==> src/rtl/apb_master_bridge.sv <==
// apb_master_bridge: single-beat valid/ready command port to APB requester with wait-state timeout
module apb_master_bridge #(
  parameter int ADDR_W  = 32,
  parameter int DATA_W  = 32,
  parameter int TIMEOUT = 16
) (
  input  logic              clk_i,
  input  logic              rst_ni,
  input  logic              cmd_valid_i,
  output logic              cmd_ready_o,
  input  logic              cmd_write_i,
  input  logic [ADDR_W-1:0] cmd_addr_i,
  input  logic [DATA_W-1:0] cmd_wdata_i,
  output logic              rsp_valid_o,
  output logic [DATA_W-1:0] rsp_rdata_o,
  output logic              rsp_error_o,
  output logic              pselx_o,
  output logic              penable_o,
  output logic              pwrite_o,
  output logic [ADDR_W-1:0] paddr_o,
  output logic [DATA_W-1:0] pwdata_o,
  input  logic [DATA_W-1:0] prdata_i,
  input  logic              pready_i,
  input  logic              pslverror_i
);
  localparam logic [1:0] IDLE   = 2'd0;
  localparam logic [1:0] SETUP  = 2'd1;
  localparam logic [1:0] ACCESS = 2'd2;
  // A zero TIMEOUT still needs a 1-bit counter so the saturating logic stays well-formed.
  localparam int CW = (TIMEOUT > 0) ? $clog2(TIMEOUT + 1) : 1;
  localparam logic [CW-1:0] LAST = CW'((TIMEOUT > 0) ? TIMEOUT - 1 : 0);
  logic [1:0]        state_q, state_d;
  logic [CW-1:0]     cnt_q, cnt_d;
  logic              psel_q, psel_d, pen_q, pen_d, pwrite_q, pwrite_d;
  logic [ADDR_W-1:0] paddr_q, paddr_d;
  logic [DATA_W-1:0] pwdata_q, pwdata_d, rdata_q, rdata_d;
  logic              rvalid_q, rvalid_d, rerr_q, rerr_d;
  logic              expire;
  assign expire      = (TIMEOUT != 0) && (cnt_q == LAST);
  assign cmd_ready_o = (state_q == IDLE);
  assign rsp_valid_o = rvalid_q;
  assign rsp_rdata_o = rdata_q;
  assign rsp_error_o = rerr_q;
  assign pselx_o     = psel_q;
  assign penable_o   = pen_q;
  assign pwrite_o    = pwrite_q;
  assign paddr_o     = paddr_q;
  assign pwdata_o    = pwdata_q;
  // Next-state: sequence IDLE -> SETUP -> ACCESS and build the response pulse on completion or abort.
  always_comb begin
    state_d  = state_q;
    cnt_d    = cnt_q;
    psel_d   = psel_q;
    pen_d    = pen_q;
    pwrite_d = pwrite_q;
    paddr_d  = paddr_q;
    pwdata_d = pwdata_q;
    rvalid_d = 1'b0;
    rdata_d  = '0;
    rerr_d   = 1'b0;
    case (state_q)
      IDLE: if (cmd_valid_i) begin
        state_d  = SETUP;
        psel_d   = 1'b1;
        pwrite_d = cmd_write_i;
        paddr_d  = cmd_addr_i;
        pwdata_d = cmd_wdata_i;
      end
      SETUP: begin
        state_d = ACCESS;
        pen_d   = 1'b1;
        cnt_d   = '0;
      end
      ACCESS: if (pready_i || expire) begin
        state_d  = IDLE;
        psel_d   = 1'b0;
        pen_d    = 1'b0;
        rvalid_d = 1'b1;
        rerr_d   = pready_i ? pslverror_i : 1'b1;
        rdata_d  = (pready_i && !pwrite_q) ? prdata_i : '0;
      end else begin
        cnt_d = (cnt_q == '1) ? cnt_q : cnt_q + CW'(1);
      end
      default: begin
        state_d = IDLE;
        psel_d  = 1'b0;
        pen_d   = 1'b0;
      end
    endcase
  end
  // State and registered outputs; reset drops the bus at once and discards any in-flight transfer.
  always_ff @(posedge clk_i or negedge rst_ni) begin
    if (!rst_ni) begin
      state_q  <= IDLE;
      cnt_q    <= '0;
      psel_q   <= 1'b0;
      pen_q    <= 1'b0;
      pwrite_q <= 1'b0;
      paddr_q  <= '0;
      pwdata_q <= '0;
      rvalid_q <= 1'b0;
      rdata_q  <= '0;
      rerr_q   <= 1'b0;
    end else begin
      state_q  <= state_d;
      cnt_q    <= cnt_d;
      psel_q   <= psel_d;
      pen_q    <= pen_d;
      pwrite_q <= pwrite_d;
      paddr_q  <= paddr_d;
      pwdata_q <= pwdata_d;
      rvalid_q <= rvalid_d;
      rdata_q  <= rdata_d;
      rerr_q   <= rerr_d;
    end
  end
endmodule

==> config.mk <==
export PLATFORM = sky130hd
export DESIGN_NAME = apb_master_bridge
export DESIGN_NICKNAME = d
export VERILOG_FILES = /design/src/rtl/apb_master_bridge.sv
export SDC_FILE = /design/constraint.sdc
export NUM_CORES = 1
export LEC_CHECK = 0
export CAP_MARGIN = 15
export CORE_UTILIZATION = 40
export DETAILED_ROUTE_END_ITERATION = 10
export GPL_ROUTABILITY_DRIVEN = 1
export PLACE_DENSITY = 0.87
export SLEW_MARGIN = 20
export SYNTH_ARGS = -nofsm -noshare
export SYNTH_HDL_FRONTEND = slang
export SYNTH_SLANG_ARGS = --single-unit
==> constraint.sdc <==
create_clock -name clk_i -period 2.6 [get_ports clk_i]
set_clock_uncertainty 0.15 [all_clocks]
set_input_delay 0.52 -clock clk_i [delete_from_list [all_inputs] [get_ports clk_i]]
set_output_delay 0.52 -clock clk_i [all_outputs]
set_load 0.005 [all_outputs]
==> results.cfg <==
[clock_tree]
cts.sinks = 108
worstSkewPairLatency_ns = 0.36
cts_setup_buffers = 0
cts_tree = built
path_clk_slew_ns = 0.10
htreeDepth = 3
cts-root-buf = clkbuf_8
cts_buffer_depth = 2
cts_buffers = 9

[sta]
grt_setup_unrepaired = false
setup_viol = 0
slew_viol_final = 0
setup_slack_ns = 0.1537
hold_violations = 0
fin_crit_sh_pct = 94.09
max_slew_margin_pct = 67.60
worst_pin_slew_ns = 0.4792
layout_min_cycle_time_ns = 2.446
holdWs_ns = 0.3423
fmaxAchievable_mhz = 408.8
setup_tns_ns = 0

[placement]
dp.cells = 588
place.gp.congestion = 0.7906
pre_cts_slack_ns = 0.1038
io_buffers = 203
dp.final_hpwl_um = 7206

[yosys]
avgSynthCellArea_um2 = 15.46
synthDistinctLibCells = 28
synth_ff_type = dfrtp_1
async_flop_share_pct = 100.0
ys_seq_area_share_pct = 68.03
netlist_area_um2 = 3973
synth-edff-count = 0
synthCells = 257
synth_nets = 362
yosysWarnings = 0
ys_seq_elements = 108

[detailed_routing]
routed_wl_um = 9529
drt_iter0_markers = 59
viasPerCell = 4.623
drcViolationCount = 0
wl_per_cell_um = 15.75
ant_nets = 0
dr.pass1.iters = 5
vias = 2797

[global_routing]
grt_pass1_vias = 2967
track_usage_pct = 18.63
grt_pass1_wl_um = 14350
antenna_found_initial = 0
grt_overflow = 0
grt_max_degree = 46

[power_and_ir_drop]
seq_power_share_pct = 41.9
ir_worst_vdd_v = 0.0004690
pwr-share-clk_pct = 18.4
powerDensity_nw_per_um2 = 965.6
power_uw = 6219
intPower_uw = 4569
total_leakage_power_uw = 0.002755
p_switching_uw = 1650
swShare_pct = 26.53
pwr-share-comb_pct = 39.7

[setup_path]
crit_required_ns = 2.75
crit_arrival_ns = 2.59
endpoint_kind = register
crit_type = register to register
cp_max_fo = 7
critPathLaunchType = register

[die]
num_rows = 36
ios = 204
die_area_um2 = 10330
die_w_um = 101.7
fp.coreArea_um2 = 9684
die_h_um = 101.7
start_util_pct = 41.02

[min_path]
min_path_type = register to register

[final_layout]
fin_cells = 605
diodes = 0
n_fill_cell = 710
area_growth_pct = 62.11
nets = 572
drive_above_1_share_pct = 17.37

[run_status]
status = finished clean

[flow_run]
maxCapViolCount = 0
==> critical path: stages, from the launching register on <==
cell and delay [ns]:
dfrtp_1 0.42, ha_1 0.22, and3_1 0.20, ha_1 0.24
or4b_4 0.54, or4_1 0.49, nand3_1 0.11
==> cells in the final DEF (no fill, tap or decap), types with 2 or more instances in the layout <==
master,count
mux2_2,55
inv_1,3
buf_4,5
clkbuf_8,10
clkdlybuf4s50_1,202
bufinv_16,2
o31ai_1,2
inv_6,3
o211ai_1,2
nand3_1,2
nand2_1,4
mux2_1,10
nor2_1,5
dfrtp_1,108
buf_12,3
and2_1,32
ha_1,3
a21oi_1,2
mux2i_1,3
o21a_1,2
==> sequential cells by signal, summed over array words and instances, names as in the netlist <==
| register | flops |
|---|---|
| rsp_rdata_o | 32 |
| cnt_q | 5 |
| pwrite_o | 1 |
| paddr_o | 32 |
| pwdata_o | 32 |
| pselx_o | 1 |
| rsp_error_o | 1 |
| penable_o | 1 |
| rsp_valid_o | 1 |
| state_q | 2 |
==> metrics by stage <==
stage          area [um^2]  utilization, %
4_1_cts               6436           66.46
3_3_place_gp          6197           63.99
3_5_place_dp          6197           63.99
2_1_floorplan         3973               -
6_report              6440           66.50
5_1_grt               6440           66.50
==> synthesized netlist by cell type, types with 3 or more instances <==
cell / number / share of area (%)
and2_1: 33 / 5.2
buf_2: 5 / 0.63
buf_4: 3 / 0.57
clkbuf_1: 4 / 0.38
dfrtp_1: 108 / 68
ha_1: 3 / 0.94
inv_1: 3 / 0.28
mux2_1: 10 / 2.8
mux2_2: 55 / 16
mux2i_1: 3 / 0.76
nand2_1: 4 / 0.38
nor2_1: 5 / 0.47
==> power groups by stage <==
stage          Clock, uW  Sequential [uW]  Combinational (uW)
6_report            1140             2610                2470
3_3_place_gp           0             2610                2420
3_5_place_dp           0             2650                2480
5_1_grt             1250             2690                2660
2_1_floorplan          0             2670                 837
4_1_cts             1190             2620                2500
==> repair_timing <==
action / CTS / global route
hold buffers: 1 / 0
hold endpoints to repair: 22 / 0
endpoints found under the setup margin: 0 / 1
resized for setup: 0 / 1
==> path summary, 6_finish.rpt <==
check	slack [ns]	endpoint	start	cells after the start
hold / removal	0.34	paddr_o[7]	paddr_o[7]	1
hold reg to reg	0.34	paddr_o[7]	paddr_o[7]	1
setup reg to reg	0.15	cnt_q[3]	cnt_q[0]	6
setup / recovery	0.15	cnt_q[3]	cnt_q[0]	6
min in group asynchronous	0.45	paddr_o[31]	rst_ni	2
max in group asynchronous	1.25	rsp_rdata_o[17]	rst_ni	3
==> cell families after synthesis <==
logic type | share of synthesized area [%]
mux | 19.18
simple gates | 8.410
flops | 68.03
buf+inv | 1.858
fa+ha+maj | 0.9450
compound gates | 1.575
==> cell type report <==
type / count / area, um^2 / area share [%]
flip-flops and latches: 108 / 2703 / 41.97
repair buffers: 211 / 2130 / 33.07
multi-input cells: 134 / 1201 / 18.65
well taps: 133 / 166.4 / 2.584
clock buffers: 10 / 137.6 / 2.137
clock inverters: 6 / 91.34 / 1.418
inverters: 3 / 11.26 / 0.1749
==> routing by layer <==
metal	routed length (um)	vias up	global-route usage, %
met5	0	-	0
met4	270	0	10.70
met3	1083	21	7.729
met2	4657	153	30.77
met1	3517	1332	20.20
li1	-	1291	-
No activity file was read; power rests on OpenSTA's default activity.
